===== src/rtl/traffic_light_monitor.sv =====
// traffic_light_monitor: decodes the six lamp drives of a two-road traffic
// light controller, tracks each road's light sequence and dwell time, raises
// sticky error flags and counts completed road-A cycles.
// Optional feature macro: TLM_FIRST_ERR_EN (adds first_err / first_err_cyc).
module traffic_light_monitor #(
  parameter int unsigned MIN_GREEN = 5,
  parameter int unsigned YEL_LEN   = 1,
  parameter int unsigned CNT_W     = 8
) (
  input  logic             clk,
  input  logic             rst_n,
  input  logic             ra,
  input  logic             ya,
  input  logic             ga,
  input  logic             rb,
  input  logic             yb,
  input  logic             gb,
  input  logic             clr_err,
  output logic [1:0]       light_a,
  output logic [1:0]       light_b,
  output logic             err_conflict,
  output logic             err_onehot,
  output logic             err_seq,
  output logic             err_dwell,
  output logic             err_any,
  output logic [CNT_W-1:0] cyc_cnt
`ifdef TLM_FIRST_ERR_EN
  ,
  output logic [3:0]       first_err,
  output logic [CNT_W-1:0] first_err_cyc
`endif
);

  typedef enum logic [1:0] {UNK, RED, YEL, GRN} trk_t;

  typedef struct packed {
    trk_t             st;
    logic [CNT_W-1:0] cnt;
    logic             ok;
    logic             seq;
    logic             dwell;
    logic             rg;
  } trk_nx_t;

  localparam logic [CNT_W-1:0] MIN_G = CNT_W'(MIN_GREEN);
  localparam logic [CNT_W-1:0] YEL_L = CNT_W'(YEL_LEN);
  localparam logic [CNT_W-1:0] ONE   = CNT_W'(1);

  function automatic logic [1:0] decode(input logic r, input logic y, input logic g);
    case ({r, y, g})
      3'b100:  return 2'd0;
      3'b010:  return 2'd1;
      3'b001:  return 2'd2;
      default: return 2'd3;
    endcase
  endfunction

  // One tracker step: next state, dwell count/qualifier and detected errors.
  function automatic trk_nx_t trk_step(input logic [1:0] code, input trk_t st,
                                       input logic [CNT_W-1:0] cnt, input logic ok);
    trk_nx_t nx;
    trk_t    tgt;
    logic    legal;
    nx.st    = UNK;
    nx.cnt   = '0;
    nx.ok    = 1'b0;
    nx.seq   = 1'b0;
    nx.dwell = 1'b0;
    nx.rg    = 1'b0;
    case (code)
      2'd0:    tgt = RED;
      2'd1:    tgt = YEL;
      2'd2:    tgt = GRN;
      default: tgt = UNK;
    endcase
    legal = (st == RED && tgt == GRN) || (st == GRN && tgt == YEL) ||
            (st == YEL && tgt == RED);
    if (tgt == UNK) begin
      nx.st = UNK;
    end else if (st == UNK) begin
      nx.st  = tgt;
      nx.cnt = ONE;
    end else if (tgt == st) begin
      nx.st  = st;
      nx.cnt = (cnt == '1) ? cnt : cnt + ONE;
      nx.ok  = ok;
    end else begin
      nx.st    = tgt;
      nx.cnt   = ONE;
      nx.ok    = legal;
      nx.seq   = !legal;
      nx.dwell = ok && ((st == GRN && tgt == YEL && cnt < MIN_G) ||
                        (st == YEL && tgt == RED && cnt != YEL_L));
      nx.rg    = legal && (st == RED);
    end
    return nx;
  endfunction

  logic [1:0]       code_a, code_b;
  trk_t             st_a, st_b;
  logic [CNT_W-1:0] cnt_a, cnt_b;
  logic             ok_a, ok_b;
  trk_nx_t          nx_a, nx_b;
  logic [3:0]       det, flags, flags_nx;

  // Decode, tracker next-state and error detection for the current sample.
  always_comb begin
    code_a = decode(ra, ya, ga);
    code_b = decode(rb, yb, gb);
    nx_a   = trk_step(code_a, st_a, cnt_a, ok_a);
    nx_b   = trk_step(code_b, st_b, cnt_b, ok_b);
    det[0] = (code_a != 2'd3) && (code_b != 2'd3) &&
             (code_a != 2'd0) && (code_b != 2'd0);
    det[1] = (code_a == 2'd3) || (code_b == 2'd3);
    det[2] = nx_a.seq   || nx_b.seq;
    det[3] = nx_a.dwell || nx_b.dwell;
    flags  = {err_dwell, err_seq, err_onehot, err_conflict};
    // Detection wins over a coincident clear.
    flags_nx = (flags & ~{4{clr_err}}) | det;
  end

  // Tracker state, dwell counters and decoded light registers.
  always_ff @(posedge clk or negedge rst_n) begin
    if (!rst_n) begin
      st_a    <= UNK;
      st_b    <= UNK;
      cnt_a   <= '0;
      cnt_b   <= '0;
      ok_a    <= 1'b0;
      ok_b    <= 1'b0;
      light_a <= 2'd3;
      light_b <= 2'd3;
    end else begin
      st_a    <= nx_a.st;
      st_b    <= nx_b.st;
      cnt_a   <= nx_a.cnt;
      cnt_b   <= nx_b.cnt;
      ok_a    <= nx_a.ok;
      ok_b    <= nx_b.ok;
      light_a <= code_a;
      light_b <= code_b;
    end
  end

  // Sticky error flags, their OR, and the road-A cycle counter.
  always_ff @(posedge clk or negedge rst_n) begin
    if (!rst_n) begin
      {err_dwell, err_seq, err_onehot, err_conflict} <= '0;
      err_any <= 1'b0;
      cyc_cnt <= '0;
    end else begin
      {err_dwell, err_seq, err_onehot, err_conflict} <= flags_nx;
      err_any <= |flags_nx;
      if (nx_a.rg && cyc_cnt != '1) cyc_cnt <= cyc_cnt + ONE;
    end
  end

`ifdef TLM_FIRST_ERR_EN
  // Snapshot of the first error set and the cycle count when it appeared.
  always_ff @(posedge clk or negedge rst_n) begin
    if (!rst_n) begin
      first_err     <= '0;
      first_err_cyc <= '0;
    end else if (|det && (!err_any || clr_err)) begin
      first_err     <= det;
      first_err_cyc <= cyc_cnt;
    end else if (clr_err) begin
      first_err     <= '0;
      first_err_cyc <= '0;
    end
  end
`endif

endmodule

===== config.mk =====
export PLATFORM = sky130hd
export DESIGN_NAME = traffic_light_monitor
export DESIGN_NICKNAME = d
export VERILOG_FILES = /design/src/rtl/traffic_light_monitor.sv
export SDC_FILE = /design/constraint.sdc
export NUM_CORES = 1
export LEC_CHECK = 0
export BUFFER_PORTS_ARGS = -buffer_cell sky130_fd_sc_hd__buf_2
export CORE_UTILIZATION = 63
export DETAILED_ROUTE_END_ITERATION = 8
export HOLD_SLACK_MARGIN = 0.15
export PLACE_DENSITY = 0.85
export SLEW_MARGIN = 15
export SYNTH_ARGS = -nofsm -noshare
export SYNTH_HDL_FRONTEND = slang
export SYNTH_SLANG_ARGS = --single-unit
export TNS_END_PERCENT = 50

===== constraint.sdc =====
create_clock -name clk -period 6.45 [get_ports clk]
set_clock_uncertainty 0.1 [all_clocks]
set_input_delay 1.29 -clock clk [delete_from_list [all_inputs] [get_ports clk]]
set_output_delay 1.29 -clock clk [all_outputs]
set_load 0.01 [all_outputs]

# Yosys cells after proc, flatten, opt, wreduce, memory -nomap -nowiden
# Cells that the tools add are included.
dict set report op_classes {
  add_sub_neg 3
  mul 0
  div_mod_pow 0
  order_cmp 2
  eq_ne 37
  n_shift 0
  muxes 18
  n_bitwise 3
  n_reduce_logical 38
}
# op n
set ops {}
lappend ops {{adder 8 x 1 -> 8 bit, second input constant} 3}
lappend ops {{equality test 2 bit, second input constant} 12}
lappend ops {{two-way mux 12 bit} 2}
lappend ops {{one-hot mux 2 bit (3 select lines)} 4}
lappend ops {{two-way mux 11 bit} 2}
lappend ops {{two-way mux 10 bit} 2}
lappend ops {{logical AND 1 bit} 18}
lappend ops {{equality test 8 bit, second input constant} 2}
lappend ops {{< comparator 8 x 3 -> 1 bit, second input constant} 2}
lappend ops {{two-way mux 8 bit} 2}
lappend ops {{inequality test 8 x 1 -> 1 bit, second input constant} 2}
lappend ops {{equality test 2 x 1 -> 1 bit, second input constant} 6}
lappend ops {{zero test 2 bit} 6}
lappend ops {{logical OR 1 bit} 9}
lappend ops {{two-way mux 4 bit} 2}
lappend ops {{inequality test 4 bit, second input constant} 2}
lappend ops {{inequality test 8 bit, second input constant} 1}
lappend ops {{equality test 3 x 1 -> 1 bit, second input constant} 2}
lappend ops {{equality test 3 x 2 -> 1 bit, second input constant} 2}
lappend ops {{equality test 3 bit, second input constant} 2}
lappend ops {{two-way mux 3 bit} 2}
lappend ops {{inequality test 3 bit, second input constant} 2}
lappend ops {{bitwise AND 4 bit} 1}
lappend ops {{equality test 2 bit} 2}
lappend ops {{other kinds (7)} 11}
dict set report word_totals {
  ff_bits 39
  latch_bits 0
  ram_bits 0
  romBits 0
  input_bits 9
  out_inout_bits 17
  memories 0
}

# Depth between registers and ports, before layout
# Gate-level depths: netlist of run 1.
dict set report depth {
  ltp_word 15
  ltp_mapped 11
  ltp_nobuf 11
}

# Worst setup path after synthesis of run 1
# OpenSTA, ideal clock, no wires.
dict set report synth_path {
  kind {input-to-reg}
  startpoint {input ga}
  endpoint {register err_any}
  setup_time_ps 131
  arrival_ps 3046
  t_required_ps 6219
  path_slack_ps 3172
  path_stages 11
  path_cell_list {nor2_1 -> and2_1 -> inv_1 -> ha_1 -> o21bai_1 -> a22oi_2 -> buf_4 -> nor3_1 -> o21ai_0 -> o211ai_2 -> or3_1}
}
dict set report synth_between {
  elab_chain_len 15
  word_cells_on_any_way 37
  classes_between {11 x eq/ne; 5 x mux; 1 x bitwise; 20 x reduce/logical}
}
# item line
set synth_rtl {}
lappend synth_rtl {{start, declared} 14} ;# input logic ga,
lappend synth_rtl {{equality test 3 x 1 -> 1 bit (tied with other cells)} 50} ;# case ({r, y, g})
lappend synth_rtl {{one-hot mux 2 bit (3 select lines) *} 50}
lappend synth_rtl {{equality test 2 bit (tied with other cells)} 70} ;# case (code)
lappend synth_rtl {{one-hot mux 2 bit (3 select lines) *} 70}
lappend synth_rtl {{equality test 2 bit} 76} ;# legal = (st == RED && tgt == GRN) || (st == GRN && tgt == YEL) ||
lappend synth_rtl {{logical AND 1 bit} 76}
lappend synth_rtl {{logical OR 1 bit (2 in a row)} 76}
lappend synth_rtl {{zero test 1 bit} 91} ;# nx.seq = !legal;
lappend synth_rtl {{two-way mux 3 bit} 83} ;# end else if (tgt == st) begin
lappend synth_rtl {{two-way mux 4 bit} 80} ;# end else if (st == UNK) begin
lappend synth_rtl {{two-way mux 12 bit *} 78} ;# if (tgt == UNK) begin
lappend synth_rtl {{logical OR 1 bit *} 115} ;# det[2] = nx_a.seq || nx_b.seq;
lappend synth_rtl {{bitwise OR 4 bit *} 119} ;# flags_nx = (flags & ~{4{clr_err}}) | det;
lappend synth_rtl {{net flags_nx[2]} 104} ;# logic [3:0] det, flags, flags_nx;
lappend synth_rtl {{OR reduction 4 bit *} 153} ;# err_any <= |flags_nx;
lappend synth_rtl {{end signal, assigned} 153}
lappend synth_rtl {{end, declared} 25} ;# output logic err_any,
# Mark *: on every way through the listed nets, which the timed path passes. The rest lies on a longest branch.
# A chain may end at the register's enable or synchronous reset.

# Final worst setup path of run 1
dict set report layout_path {
  startpoint {input ga}
  endpoint {register err_any}
}
dict set report layout_between {
  elab_chain_len 15
  word_cells_on_any_way 37
  classes_between {11 x eq/ne; 5 x mux; 1 x bitwise; 20 x reduce/logical}
}
# item line
set layout_rtl {}
lappend layout_rtl {{equality test 3 x 1 -> 1 bit (tied with other cells)} 50}
lappend layout_rtl {{one-hot mux 2 bit (3 select lines) *} 50}
lappend layout_rtl {{net code_a[0]} 99} ;# logic [1:0] code_a, code_b;
lappend layout_rtl {{equality test 2 bit (tied with other cells)} 70}
lappend layout_rtl {{one-hot mux 2 bit (3 select lines) *} 70}
lappend layout_rtl {{equality test 2 bit} 76}
lappend layout_rtl {{logical AND 1 bit} 76}
lappend layout_rtl {{logical OR 1 bit (2 in a row)} 76}
lappend layout_rtl {{zero test 1 bit} 91}
lappend layout_rtl {{two-way mux 3 bit} 83}
lappend layout_rtl {{two-way mux 4 bit} 80}
lappend layout_rtl {{two-way mux 12 bit *} 78}
lappend layout_rtl {{logical OR 1 bit *} 115}
lappend layout_rtl {{bitwise OR 4 bit *} 119}
lappend layout_rtl {{net flags_nx[2]} 104}
lappend layout_rtl {{OR reduction 4 bit *} 153}
# Marks and branches as above.

==> impl_metrics.prom, run 1 <==
# TYPE chip_impl_metric gauge
chip_impl_info{name="crit_path_start_kind",value="input port"} 1
chip_impl_metric{name="worstSetupPathDepth",unit=""} 12
chip_impl_metric{name="layout.core_utilization",unit="%"} 74.5
chip_impl_metric{name="finalWorstPathRequiredPeriod",unit="ns"} 3.49
chip_impl_info{name="clockRootBuffer",value="sky130_fd_sc_hd__clkbuf_8"} 1
chip_impl_metric{name="hold_viol_final",unit=""} 0
chip_impl_metric{name="first_iter_violations",unit=""} 175
chip_impl_metric{name="met1Wirelength",unit="mm"} 2.16
chip_impl_metric{name="clk_pin_slew",unit="ns"} 0.08
chip_impl_metric{name="max_clock_freq",unit="GHz"} 0.287
chip_impl_info{name="setup.worst_path.end",value="err_any"} 1
chip_impl_metric{name="die_h",unit="um"} 63.1
chip_impl_metric{name="route.final.wire_length",unit="mm"} 4.71
chip_impl_metric{name="pwr_dens",unit="nW/um2"} 200
chip_impl_metric{name="cap_viol_max_count",unit=""} 0
chip_impl_metric{name="layout_worst_path_cycle_share",unit="%"} 54.0
chip_impl_metric{name="drt_pass1_iterations",unit=""} 4
chip_impl_metric{name="max-clock-path-buffers",unit=""} 2
chip_impl_metric{name="dieArea",unit="um2"} 3980
chip_impl_metric{name="place_congestion",unit=""} 0.838
chip_impl_metric{name="wl_met3",unit="um"} 166
chip_impl_metric{name="synth_seq_area_share",unit="%"} 41.7
chip_impl_metric{name="vias_in_the_first_global_route",unit=""} 1852
chip_impl_metric{name="worst_reg2reg_setup_slack",unit="ns"} 4.23
chip_impl_info{name="worst_setup_path_startpoint",value="ga"} 1
chip_impl_metric{name="cts_hold_repair.buffers",unit=""} 0
chip_impl_metric{name="place_ws",unit="ns"} 2.67
chip_impl_metric{name="post_cts.repair.setup_buffers",unit=""} 0
chip_impl_metric{name="numPortBuffers",unit=""} 25
chip_impl_metric{name="postPlaceCellArea",unit="um2"} 2500
chip_impl_metric{name="seq_area",unit="um2"} 981
chip_impl_metric{name="cp.required",unit="ns"} 6.59
chip_impl_metric{name="antenna_found_initial",unit=""} 0
chip_impl_metric{name="tightest_slew",unit="ns"} 0.849
chip_impl_info{name="rsz0062_at_grt",value="false"} 1
chip_impl_metric{name="power.ir.vdd_worst",unit="mV"} 0.132
chip_impl_metric{name="fillers",unit=""} 277
chip_impl_metric{name="horizontal_die_dimension",unit="um"} 63.1
chip_impl_metric{name="slew-limit-headroom",unit="%"} 43.4
chip_impl_info{name="most-common-layout-cells",value="sky130_fd_sc_hd__dfrtp_1 (35), sky130_fd_sc_hd__nor2_1 (26), sky130_fd_sc_hd__buf_2 (25), sky130_fd_sc_hd__inv_1 (22), sky130_fd_sc_hd__a21oi_1 (15)"} 1
chip_impl_metric{name="ys_ff_latch",unit=""} 39
chip_impl_metric{name="core-area",unit="um2"} 3470
chip_impl_metric{name="route.detailed.drc",unit=""} 0
chip_impl_metric{name="power.static_leakage",unit="nW"} 1.18
chip_impl_metric{name="timing.critical_path.arrival",unit="ns"} 3.63
chip_impl_metric{name="timing.critical_path.buf_inv",unit=""} 3
chip_impl_info{name="outcome",value="completed"} 1
chip_impl_metric{name="drt.antenna.violating_nets",unit=""} 0
chip_impl_info{name="ys_top_cells_by_area",value="sky130_fd_sc_hd__dfrtp_1 (37%), sky130_fd_sc_hd__ha_1 (6.9%), sky130_fd_sc_hd__dfstp_2 (4.5%), sky130_fd_sc_hd__nor2_1 (4.1%), sky130_fd_sc_hd__xnor2_1 (4.1%)"} 1
chip_impl_metric{name="post-route-cell-area",unit="um2"} 2580
chip_impl_metric{name="clk_latency",unit="ns"} 0.30
chip_impl_metric{name="syn_area",unit="um2"} 2350
chip_impl_metric{name="slew_violations",unit=""} 0
chip_impl_metric{name="track_usage",unit="%"} 26.5
chip_impl_metric{name="fin_ws",unit="ns"} 2.96
chip_impl_metric{name="final-setup-viol-count",unit=""} 0
chip_impl_metric{name="finalSetupTns",unit="ns"} 0
chip_impl_metric{name="io_pins",unit=""} 26
chip_impl_metric{name="synth.avg_cell_area",unit="um2"} 9.19
chip_impl_metric{name="post-layout-total-power",unit="mW"} 0.515
chip_impl_metric{name="wire_per_inst",unit="um"} 14.4
chip_impl_metric{name="dp_hpwl",unit="mm"} 3.32
chip_impl_metric{name="max_stage_delay",unit="ns"} 0.47
chip_impl_metric{name="routed-via-count",unit=""} 1910
chip_impl_metric{name="timing.critical_path.fanout_max",unit=""} 11
chip_impl_info{name="critical-path-top-delay-family",value="simple AND/OR/NAND/NOR gates"} 1
chip_impl_metric{name="initial_core_util",unit="%"} 67.8
chip_impl_metric{name="drt-vias-per-instance",unit=""} 5.84
chip_impl_info{name="worstSetupEndpointType",value="flop"} 1
chip_impl_metric{name="synth_warnings",unit=""} 0
chip_impl_info{name="tritoncts",value="yes"} 1
chip_impl_info{name="synth_top_area_cell",value="sky130_fd_sc_hd__dfrtp_1"} 1
chip_impl_metric{name="syn2layout_area_growth",unit="%"} 9.79
chip_impl_metric{name="maximum_number_of_pins_on_one_net_before_global_route_repair",unit=""} 40
chip_impl_metric{name="wire_length_of_the_first_global_routing_pass",unit="mm"} 8.19
chip_impl_info{name="worstPathCellList",value="buf_2 -> nor2_1 -> and2_1 -> inv_1 -> ha_1 -> o21bai_1 -> a22oi_2 -> inv_2 -> or4_1 -> and3_1 -> o211ai_2 -> or3_1"} 1
chip_impl_metric{name="n_antenna_cell",unit=""} 0
chip_impl_metric{name="number_of_enable_flip_flop_cells_after_synthesis",unit=""} 0
chip_impl_metric{name="synth_async_sr_flop_share",unit="%"} 100
chip_impl_metric{name="synth_cells",unit=""} 256
chip_impl_info{name="critical_path.reg2reg.startpoint",value="cnt_a[1]"} 1
chip_impl_info{name="worst_hold_path_type",value="reg -> reg"} 1
chip_impl_metric{name="synth.top_cell.area_share",unit="%"} 37.2
chip_impl_metric{name="met2RoutedLength",unit="mm"} 2.29
chip_impl_metric{name="h_tree_depth",unit=""} 2
chip_impl_metric{name="clkSinkCount",unit=""} 39
chip_impl_info{name="routed.top_layer",value="met4"} 1
chip_impl_info{name="rr_endpoint",value="err_any"} 1
chip_impl_metric{name="finalNetCount",unit=""} 302
chip_impl_metric{name="rows",unit=""} 21
chip_impl_info{name="criticalPathCategory",value="in -> reg"} 1
chip_impl_metric{name="reg2reg_depth",unit=""} 8
chip_impl_metric{name="cts_made_buffers",unit=""} 5
chip_impl_metric{name="overflow_left_after_global_routing",unit=""} 0
chip_impl_metric{name="post_cts_sizing",unit=""} 0
chip_impl_metric{name="multiInputGateArea",unit="um2"} 1250
chip_impl_metric{name="synth_cell_type_count",unit=""} 54
chip_impl_metric{name="layout-drive-gt1-share",unit="%"} 17.4
chip_impl_info{name="worst_path_max_delay_cell",value="sky130_fd_sc_hd__or4_1"} 1
chip_impl_metric{name="number_of_nets_in_the_synthesized_netlist",unit=""} 278
chip_impl_info{name="layout.cells.most_common",value="sky130_fd_sc_hd__dfrtp_1"} 1
chip_impl_info{name="ys_dominant_reg_cell",value="sky130_fd_sc_hd__dfrtp_1"} 1
[how the worst min path moves through the flow]
stage / slack [ns] / endpoint / depth (start not counted) / startpoint
2_1_floorplan: 0.38 / cnt_a[6] / 1 / cnt_a[6]
3_3_place_gp: 0.38 / cyc_cnt[6] / 1 / cyc_cnt[6]
3_5_place_dp: 0.40 / cyc_cnt[5] / 1 / cyc_cnt[5]
4_1_cts: 0.41 / cyc_cnt[5] / 1 / cyc_cnt[5]
5_1_grt: 0.43 / cyc_cnt[6] / 1 / cyc_cnt[6]
6_report: 0.41 / cyc_cnt[6] / 1 / cyc_cnt[6]
[cell usage after synthesis (2+ instances only)]
| master | n |
|---|---|
| sky130_fd_sc_hd__ha_1 | 13 |
| sky130_fd_sc_hd__and3_1 | 9 |
| sky130_fd_sc_hd__xnor2_1 | 11 |
| sky130_fd_sc_hd__a31oi_1 | 2 |
| sky130_fd_sc_hd__clkbuf_1 | 5 |
| sky130_fd_sc_hd__o21a_1 | 2 |
| sky130_fd_sc_hd__a21boi_0 | 2 |
| sky130_fd_sc_hd__and4_1 | 2 |
| sky130_fd_sc_hd__mux2i_1 | 2 |
| sky130_fd_sc_hd__nand2_1 | 14 |
| sky130_fd_sc_hd__a211oi_1 | 2 |
| sky130_fd_sc_hd__nand3_1 | 8 |
| sky130_fd_sc_hd__o21ai_0 | 13 |
| sky130_fd_sc_hd__nand4_1 | 6 |
| sky130_fd_sc_hd__dfrtp_1 | 35 |
| sky130_fd_sc_hd__inv_1 | 22 |
| sky130_fd_sc_hd__nor2_1 | 26 |
| sky130_fd_sc_hd__a21oi_1 | 15 |
| sky130_fd_sc_hd__dfstp_2 | 4 |
| sky130_fd_sc_hd__nor3_1 | 6 |
| sky130_fd_sc_hd__xor2_1 | 6 |
| sky130_fd_sc_hd__a32oi_1 | 2 |
| sky130_fd_sc_hd__o211ai_1 | 3 |
| sky130_fd_sc_hd__o221ai_2 | 2 |
| sky130_fd_sc_hd__buf_2 | 2 |
| sky130_fd_sc_hd__nor2b_1 | 5 |
| sky130_fd_sc_hd__nor4_1 | 3 |
| sky130_fd_sc_hd__o2111ai_1 | 2 |
| sky130_fd_sc_hd__nand2b_1 | 5 |
| sky130_fd_sc_hd__or3_1 | 3 |
[stage by stage]
step,hold WS [ns],std cells
CTS,0.414,327
global placement,0.381,319
floorplan,0.376,256
global route,0.430,327
detailed placement,0.400,319
finish,0.412,327
[power breakdown]
part / total (mW) / switching [mW] / internal, mW / leakage (nW)
clock network: 0.163 / 0.0893 / 0.0741 / 0.0477
registers: 0.271 / 0.0137 / 0.257 / 0.510
logic: 0.0809 / 0.0491 / 0.0319 / 0.622
total: 0.515 / 0.152 / 0.363 / 1.18
[cell families (layout without fill, tap and decap cells)]
logic type	count (synthesis)	in the layout	synth area share, %
XOR/XNOR	17	17	6.33
AO/OA/AOI/OAI	56	56	16.8
buffers and inverters	31	56	5.21
adder cells (fa/ha/maj)	13	13	6.92
AND/OR/NAND/NOR	97	97	21.8
multiplexers	3	3	1.33
flip-flops	39	39	41.7
[flip-flops by register name, summed over array words and instances, names as in the netlist, 2 cells and up]
register,flops
cnt_a,8
cnt_b,8
cyc_cnt,8
light_a,2
light_b,2
st_a,2
st_b,2
[layout make-up]
class                           count  area share (%)
Clock buffer                        5            2.66
Inverter                           23            3.34
Sequential cell                    39            38.0
Tap cell                           46            2.23
Multi-Input combinational cell    186            48.4
Clock inverter                      3           0.581
Timing Repair Buffer               25            4.84
[layer usage]
metal	GRT usage, %	up-vias
li1	-	951
met1	33.4	899
met2	44.0	47
met3	5.43	13
met4	11.3	0
met5	0	-
No activity file was read; power rests on OpenSTA's default activity.
==> run 2: changes to the inputs <==
CORE_UTILIZATION = 58   (was 63)
PLACE_DENSITY = 0.79   (was 0.85)
clock period = 3.5 ns   (was 6.45 ns; I/O delays follow)
==> impl_metrics.prom, run 2 (same netlist as run 1, synthesis figures left out) <==
# TYPE chip_impl_metric gauge
chip_impl_info{name="layout.cells.most_common",value="sky130_fd_sc_hd__dfrtp_1"} 1
chip_impl_metric{name="io_pins",unit=""} 26
chip_impl_metric{name="p_int",unit="mW"} 0.767
chip_impl_metric{name="layout.core_utilization",unit="%"} 70.2
chip_impl_metric{name="post-layout-total-power",unit="mW"} 1.04
chip_impl_metric{name="finalWorstPathRequiredPeriod",unit="ns"} 2.68
chip_impl_metric{name="post-route-cell-area",unit="um2"} 2650
chip_impl_metric{name="first_iter_violations",unit=""} 129
chip_impl_info{name="worst_path_max_delay_cell",value="sky130_fd_sc_hd__or3_1"} 1
chip_impl_metric{name="max_clock_freq",unit="GHz"} 0.373
chip_impl_metric{name="max_stage_delay",unit="ns"} 0.37
chip_impl_metric{name="maximum_number_of_pins_on_one_net_before_global_route_repair",unit=""} 40
chip_impl_metric{name="drt.antenna.violating_nets",unit=""} 0
chip_impl_info{name="holdPathEnd",value="cyc_cnt[6]"} 1
chip_impl_metric{name="timing.critical_path.arrival",unit="ns"} 2.75
chip_impl_metric{name="place_congestion",unit=""} 0.825
chip_impl_metric{name="cap_viol_max_count",unit=""} 0
chip_impl_metric{name="power.ir.vdd_worst",unit="mV"} 0.260
chip_impl_metric{name="power.static_leakage",unit="nW"} 1.21
chip_impl_metric{name="post_cts.repair.setup_buffers",unit=""} 0
chip_impl_metric{name="finalNetCount",unit=""} 306
chip_impl_metric{name="cts_made_buffers",unit=""} 5
chip_impl_metric{name="finalSetupTns",unit="ns"} 0
chip_impl_metric{name="multiInputGateArea",unit="um2"} 1250
chip_impl_metric{name="wire_length_of_the_first_global_routing_pass",unit="mm"} 7.89
chip_impl_metric{name="worst_reg2reg_setup_slack",unit="ns"} 1.23
chip_impl_metric{name="n_antenna_cell",unit=""} 0
chip_impl_info{name="critical-path-top-delay-family",value="simple AND/OR/NAND/NOR gates"} 1
chip_impl_metric{name="die_h",unit="um"} 65.7
chip_impl_metric{name="overflow_left_after_global_routing",unit=""} 0
chip_impl_metric{name="drt-vias-per-instance",unit=""} 5.73
chip_impl_info{name="clockRootBuffer",value="sky130_fd_sc_hd__clkbuf_8"} 1
chip_impl_metric{name="layout-drive-gt1-share",unit="%"} 18.6
chip_impl_info{name="worst_hold_path_type",value="reg -> reg"} 1
chip_impl_info{name="hold_start",value="cyc_cnt[6]"} 1
chip_impl_metric{name="post_cts_sizing",unit=""} 0
chip_impl_metric{name="power.sequential.fraction",unit="%"} 48.1
chip_impl_metric{name="initial_core_util",unit="%"} 62.4
chip_impl_metric{name="core-area",unit="um2"} 3770
chip_impl_metric{name="slew_violations",unit=""} 0
chip_impl_metric{name="clockPowerShare",unit="%"} 37.4
chip_impl_metric{name="numPortBuffers",unit=""} 25
chip_impl_info{name="largest_registers",value="cnt_a (8), cnt_b (8), cyc_cnt (8)"} 1
chip_impl_metric{name="fillers",unit=""} 306
chip_impl_metric{name="cts_hold_repair.buffers",unit=""} 0
chip_impl_metric{name="postPlaceCellArea",unit="um2"} 2530
chip_impl_metric{name="worstSetupPathDepth",unit=""} 10
chip_impl_metric{name="tightest_slew",unit="ns"} 0.840
chip_impl_metric{name="max-clock-path-buffers",unit=""} 2
chip_impl_info{name="rr_endpoint",value="err_any"} 1
chip_impl_metric{name="dieArea",unit="um2"} 4310
chip_impl_metric{name="vias_in_the_first_global_route",unit=""} 1810
chip_impl_metric{name="switching_power",unit="mW"} 0.272
chip_impl_info{name="criticalPathCategory",value="in -> reg"} 1
chip_impl_info{name="most-common-layout-cells",value="sky130_fd_sc_hd__dfrtp_1 (35), sky130_fd_sc_hd__nor2_1 (26), sky130_fd_sc_hd__buf_2 (25), sky130_fd_sc_hd__inv_1 (22), sky130_fd_sc_hd__a21oi_1 (15)"} 1
chip_impl_metric{name="place_ws",unit="ns"} 0.536
chip_impl_metric{name="cp.required",unit="ns"} 3.57
chip_impl_info{name="worstSetupEndpointType",value="flop"} 1
chip_impl_metric{name="route.detailed.drc",unit=""} 0
chip_impl_metric{name="fin_ws",unit="ns"} 0.821
chip_impl_info{name="tritoncts",value="yes"} 1
chip_impl_info{name="critical_path.reg2reg.startpoint",value="cnt_a[1]"} 1
chip_impl_metric{name="horizontal_die_dimension",unit="um"} 65.7
chip_impl_metric{name="route.final.wire_length",unit="mm"} 4.67
chip_impl_metric{name="hold_viol_final",unit=""} 0
chip_impl_metric{name="antenna_found_initial",unit=""} 0
chip_impl_metric{name="timing.critical_path.fanout_max",unit=""} 7
chip_impl_metric{name="timing.critical_path.buf_inv",unit=""} 2
chip_impl_metric{name="pwr_dens",unit="nW/um2"} 392
chip_impl_metric{name="slew-limit-headroom",unit="%"} 44.0
chip_impl_metric{name="dp_hpwl",unit="mm"} 3.40
chip_impl_info{name="outcome",value="completed"} 1
chip_impl_metric{name="final-setup-viol-count",unit=""} 0
chip_impl_metric{name="whs_path_depth",unit=""} 1
chip_impl_info{name="worstPathCellList",value="buf_2 -> nor2b_1 -> nand2b_1 -> ha_1 -> or2_2 -> nand2_2 -> inv_1 -> a21oi_1 -> o211ai_2 -> or3_1"} 1
chip_impl_info{name="rsz0062_at_grt",value="false"} 1
chip_impl_metric{name="clkSinkCount",unit=""} 39
chip_impl_metric{name="track_usage",unit="%"} 24.1
chip_impl_metric{name="syn2layout_area_growth",unit="%"} 12.6
chip_impl_metric{name="layout_worst_path_cycle_share",unit="%"} 76.6
chip_impl_metric{name="rows",unit=""} 22
chip_impl_info{name="crit_path_start_kind",value="input port"} 1
chip_impl_metric{name="drt_pass1_iterations",unit=""} 4
chip_impl_metric{name="wire_per_inst",unit="um"} 14.0
chip_impl_metric{name="clk_pin_slew",unit="ns"} 0.07
chip_impl_metric{name="routed-via-count",unit=""} 1908
chip_impl_metric{name="seq_area",unit="um2"} 981
chip_impl_metric{name="power.share.switching",unit="%"} 26.2
chip_impl_metric{name="comb_power_share",unit="%"} 14.5
chip_impl_metric{name="reg2reg_depth",unit=""} 8
chip_impl_metric{name="clk_latency",unit="ns"} 0.29
chip_impl_metric{name="h_tree_depth",unit=""} 2
## run 2: cell types whose count changed in the layout (fill, tap and decap cells not counted)
cell and change:
sky130_fd_sc_hd__clkinv_2 -2, sky130_fd_sc_hd__buf_4 +4, sky130_fd_sc_hd__bufinv_16 +1, sky130_fd_sc_hd__clkbuf_8 +1
## run 2: worst max path at each step
stage | slack (ns) | endpoint | from
finish | 0.82 | err_any | gb
global route | 0.64 | cyc_cnt[5] | ya
CTS | 0.83 | err_any | gb
detailed placement | 0.54 | err_any | gb
global placement | 0.60 | err_any | ga
floorplan | 0.81 | err_any | ga
## run 2: power by group through the flow
| stage | Clock [mW] | Sequential (mW) | Combinational (mW) |
|---|---|---|---|
| after global routing | 0.419 | 0.502 | 0.170 |
| after global placement | 0 | 0.507 | 0.147 |
| after floorplan | 0 | 0.502 | 0.103 |
| after detailed placement | 0 | 0.507 | 0.151 |
| after CTS | 0.395 | 0.498 | 0.152 |
| final | 0.389 | 0.499 | 0.150 |
## run 2: layout make-up
type,count,area share (%)
inverter,23,3.26
timing repair buffer,29,5.86
clock inverter,2,1.32
sequential,39,37.0
tap,48,2.27
multi-input combinational,186,47.1
clock buffer,6,3.12
## run 2: metal layers
layer | GRT usage [%] | part of all wire, % | wire, um
met1 | 29.6 | 45 | 2120
met2 | 41.1 | 50 | 2340
met3 | 6.08 | 3.2 | 150
met4 | 7.61 | 1.2 | 57
met5 | 0 | 0 | 0
## run 2: metrics by stage
| step | instances | hold slack (ns) |
|---|---|---|
| 2_1_floorplan | 256 | 0.304 |
| 3_3_place_gp | 325 | 0.386 |
| 3_5_place_dp | 325 | 0.395 |
| 4_1_cts | 333 | 0.411 |
| 5_1_grt | 333 | 0.428 |
| 6_report | 333 | 0.403 |
==> run 3: changes to the inputs <==
ABC_AREA = 1   (was unset)
clock period = 2.6 ns   (was 3.5 ns; I/O delays follow)
==> impl_metrics.prom, run 3 <==
# TYPE chip_impl_metric gauge
chip_impl_metric{name="comb_power_share",unit="%"} 14.1
chip_impl_metric{name="n_antenna_cell",unit=""} 0
chip_impl_info{name="rsz0062_at_grt",value="false"} 1
chip_impl_metric{name="wire_per_inst",unit="um"} 11.4
chip_impl_metric{name="drt.antenna.violating_nets",unit=""} 0
chip_impl_metric{name="power.share.switching",unit="%"} 26.4
chip_impl_metric{name="dp_hpwl",unit="mm"} 3.00
chip_impl_metric{name="wire_length_of_the_first_global_routing_pass",unit="mm"} 7.22
chip_impl_metric{name="post-route-cell-area",unit="um2"} 2490
chip_impl_metric{name="synth.top_cell.area_share",unit="%"} 39.5
chip_impl_metric{name="clk_latency",unit="ns"} 0.29
chip_impl_metric{name="cts_hold_repair.buffers",unit=""} 0
chip_impl_info{name="layout.cells.most_common",value="sky130_fd_sc_hd__inv_1"} 1
chip_impl_metric{name="switching_power",unit="mW"} 0.339
chip_impl_metric{name="overflow_left_after_global_routing",unit=""} 0
chip_impl_metric{name="synth_async_sr_flop_share",unit="%"} 100
chip_impl_metric{name="instances_no_fill",unit=""} 348
chip_impl_metric{name="seq_area",unit="um2"} 981
chip_impl_metric{name="reg2reg_depth",unit=""} 8
chip_impl_metric{name="synth_warnings",unit=""} 0
chip_impl_metric{name="cap_viol_max_count",unit=""} 0
chip_impl_metric{name="synth_cell_type_count",unit=""} 32
chip_impl_metric{name="layout_worst_path_cycle_share",unit="%"} 85.7
chip_impl_metric{name="final-setup-viol-count",unit=""} 0
chip_impl_metric{name="number_of_nets_in_the_synthesized_netlist",unit=""} 290
chip_impl_metric{name="horizontal_die_dimension",unit="um"} 63.8
chip_impl_info{name="worstSetupEndpointType",value="flop"} 1
chip_impl_metric{name="timing.critical_path.buf_inv",unit=""} 5
chip_impl_info{name="ys_top_cells_by_area",value="sky130_fd_sc_hd__dfrtp_1 (40%), sky130_fd_sc_hd__inv_1 (7.6%), sky130_fd_sc_hd__ha_1 (7.3%), sky130_fd_sc_hd__nand2_1 (6.4%), sky130_fd_sc_hd__nand3_1 (6.3%)"} 1
chip_impl_info{name="critical-path-top-delay-family",value="simple AND/OR/NAND/NOR gates"} 1
chip_impl_metric{name="track_usage",unit="%"} 22.6
chip_impl_metric{name="routed-via-count",unit=""} 1767
chip_impl_metric{name="clockPowerShare",unit="%"} 33.9
chip_impl_metric{name="slew-limit-headroom",unit="%"} 44.6
chip_impl_metric{name="number_of_enable_flip_flop_cells_after_synthesis",unit=""} 0
chip_impl_metric{name="rows",unit=""} 22
chip_impl_metric{name="cp.required",unit="ns"} 2.67
chip_impl_metric{name="clk_pin_slew",unit="ns"} 0.08
chip_impl_metric{name="max_stage_delay",unit="ns"} 0.35
chip_impl_metric{name="clkSinkCount",unit=""} 39
chip_impl_metric{name="route.final.wire_length",unit="mm"} 3.96
chip_impl_info{name="worst_path_max_delay_cell",value="sky130_fd_sc_hd__ha_1"} 1
chip_impl_info{name="rr_endpoint",value="cnt_a[0]"} 1
chip_impl_metric{name="finalSetupTns",unit="ns"} 0
chip_impl_info{name="ys_dominant_reg_cell",value="sky130_fd_sc_hd__dfrtp_1"} 1
chip_impl_metric{name="vias_in_the_first_global_route",unit=""} 1724
chip_impl_metric{name="post-layout-total-power",unit="mW"} 1.29
chip_impl_info{name="largest_registers",value="cnt_a (8), cnt_b (8), cyc_cnt (8)"} 1
chip_impl_metric{name="pwr_dens",unit="nW/um2"} 516
chip_impl_info{name="synth_top_area_cell",value="sky130_fd_sc_hd__dfrtp_1"} 1
chip_impl_metric{name="place_congestion",unit=""} 0.860
chip_impl_metric{name="finalNetCount",unit=""} 321
chip_impl_metric{name="maximum_number_of_pins_on_one_net_before_global_route_repair",unit=""} 40
chip_impl_metric{name="fillers",unit=""} 293
chip_impl_metric{name="place.detailed.instances",unit=""} 340
chip_impl_metric{name="cts_made_buffers",unit=""} 5
chip_impl_info{name="most-common-layout-cells",value="sky130_fd_sc_hd__inv_1 (45), sky130_fd_sc_hd__nand2_1 (38), sky130_fd_sc_hd__dfrtp_1 (35), sky130_fd_sc_hd__nor2_1 (31), sky130_fd_sc_hd__nand3_1 (28)"} 1
chip_impl_metric{name="hold_viol_final",unit=""} 0
chip_impl_info{name="critical_path.reg2reg.startpoint",value="cnt_a[0]"} 1
chip_impl_metric{name="antenna_found_initial",unit=""} 0
chip_impl_metric{name="initial_core_util",unit="%"} 60.5
chip_impl_metric{name="max_clock_freq",unit="GHz"} 0.449
chip_impl_metric{name="synth_seq_area_share",unit="%"} 44.3
chip_impl_metric{name="p_int",unit="mW"} 0.948
chip_impl_metric{name="route.detailed.drc",unit=""} 0
chip_impl_metric{name="timing.critical_path.fanout_max",unit=""} 4
chip_impl_info{name="outcome",value="completed"} 1
chip_impl_metric{name="drt-vias-per-instance",unit=""} 5.08
chip_impl_metric{name="post_cts.repair.setup_buffers",unit=""} 0
chip_impl_metric{name="worst_reg2reg_setup_slack",unit="ns"} 0.73
chip_impl_metric{name="syn2layout_area_growth",unit="%"} 12.5
chip_impl_metric{name="numPortBuffers",unit=""} 25
chip_impl_metric{name="power.ir.vdd_worst",unit="mV"} 0.409
chip_impl_info{name="criticalPathCategory",value="in -> reg"} 1
chip_impl_info{name="worst_hold_path_type",value="in -> async"} 1
chip_impl_metric{name="multiInputGateArea",unit="um2"} 1040
chip_impl_metric{name="drt_pass1_iterations",unit=""} 4
chip_impl_metric{name="tightest_slew",unit="ns"} 0.831
chip_impl_metric{name="synth.avg_cell_area",unit="um2"} 8.26
chip_impl_metric{name="slew_violations",unit=""} 0
chip_impl_metric{name="dieArea",unit="um2"} 4070
chip_impl_info{name="crit_path_start_kind",value="input port"} 1
chip_impl_metric{name="io_pins",unit=""} 26
chip_impl_metric{name="synth_cells",unit=""} 268
chip_impl_metric{name="first_iter_violations",unit=""} 122
chip_impl_metric{name="power.static_leakage",unit="nW"} 1.23
chip_impl_info{name="synth.most_common_cell",value="sky130_fd_sc_hd__inv_1"} 1
chip_impl_metric{name="finalWorstPathRequiredPeriod",unit="ns"} 2.23
chip_impl_metric{name="die_h",unit="um"} 63.8
chip_impl_metric{name="postPlaceCellArea",unit="um2"} 2390
chip_impl_metric{name="timing.critical_path.arrival",unit="ns"} 2.29
chip_impl_info{name="worstPathCellList",value="buf_2 -> clkinv_1 -> nor3_1 -> inv_1 -> ha_1 -> inv_1 -> nand4_1 -> inv_1 -> nand2_1 -> nor2_1 -> nand4_1 -> xnor2_1"} 1
chip_impl_metric{name="h_tree_depth",unit=""} 2
chip_impl_metric{name="core-area",unit="um2"} 3660
chip_impl_metric{name="post_cts_sizing",unit=""} 0
chip_impl_info{name="clockRootBuffer",value="sky130_fd_sc_hd__clkbuf_8"} 1
chip_impl_info{name="timing.critical_path.mode_cell",value="sky130_fd_sc_hd__inv_1"} 1
chip_impl_metric{name="ys_ff_latch",unit=""} 39
chip_impl_metric{name="max-clock-path-buffers",unit=""} 2
chip_impl_info{name="tritoncts",value="yes"} 1
chip_impl_metric{name="layout-drive-gt1-share",unit="%"} 18.0
chip_impl_info{name="post_synth_most_frequent_cells",value="sky130_fd_sc_hd__inv_1 (45), sky130_fd_sc_hd__nand2_1 (38), sky130_fd_sc_hd__dfrtp_1 (35)"} 1
chip_impl_metric{name="power.sequential.fraction",unit="%"} 51.9
chip_impl_metric{name="syn_area",unit="um2"} 2210
-- run 3: changes by cell type in the layout (fill, tap and decap cells not counted), sizes merged, moves of 4 or more --
| cell | change |
|---|---|
| nor2b | -5 |
| xnor2 | -6 |
| o211ai | -4 |
| nand2b | -5 |
| nand3 | +23 |
| or3 | -4 |
| nand2 | +28 |
| nor3 | +5 |
| a21oi | -6 |
| inv | +23 |
| nor2 | +8 |
| and3 | -10 |
-- run 3: worst max path at each step --
stage / startpoint / end / slack, ns / cells after the start
2_1_floorplan: ga / cnt_a[4] / 0.40 / 9
3_3_place_gp: ga / cnt_a[6] / 0.20 / 9
3_5_place_dp: ga / cyc_cnt[7] / 0.09 / 12
4_1_cts: ga / cyc_cnt[7] / 0.36 / 12
5_1_grt: ga / cyc_cnt[7] / 0.19 / 12
6_report: ga / cyc_cnt[7] / 0.37 / 12
-- run 3: cell type report --
class | instances | area share (%)
Multi-Input combinational cell | 180 | 41.8
Clock buffer | 8 | 4.02
Sequential cell | 39 | 39.4
Inverter | 47 | 7.08
Timing Repair Buffer | 26 | 5.32
Tap cell | 48 | 2.41
-- run 3: metrics by stage --
step | hold WS, ns | util [%] | worst slack, ns
3_3_place_gp | 0.372 | 65.3 | 0.204
3_5_place_dp | 0.374 | 65.3 | 0.0868
4_1_cts | 0.261 | 68.1 | 0.361
5_1_grt | 0.314 | 68.1 | 0.192
6_report | 0.235 | 68.1 | 0.373
2_1_floorplan | 0.124 | - | 0.403
-- run 3: metal layers --
metal | vias up | wire length, um | track usage [%] | part of all wire, %
met5 | - | 0 | 0 | 0
met4 | 0 | 14 | 5.68 | 0.35
met3 | 2 | 145 | 5.00 | 3.7
met2 | 41 | 1880 | 37.4 | 47
met1 | 792 | 1930 | 30.0 | 49
li1 | 932 | - | - | -
-- run 3: cell families (layout without fill, tap and decap cells) --
group	after synthesis	count (layout)	synth area share [%]
fa+ha+maj	13	13	7.34
flops	39	39	44.3
buf+inv	49	81	8.64
compound gates	29	29	7.85
xor+xnor	10	10	3.95
mux	1	1	0.508
simple gates	127	127	27.4
-- run 3: power groups by stage --
stage          clock [mW]  combinational [mW]  sequential, mW
4_1_cts             0.447               0.185           0.668
3_3_place_gp            0               0.179           0.678
3_5_place_dp            0               0.183           0.680
6_report            0.436               0.182           0.668
5_1_grt             0.469               0.212           0.673
2_1_floorplan           0               0.115           0.683
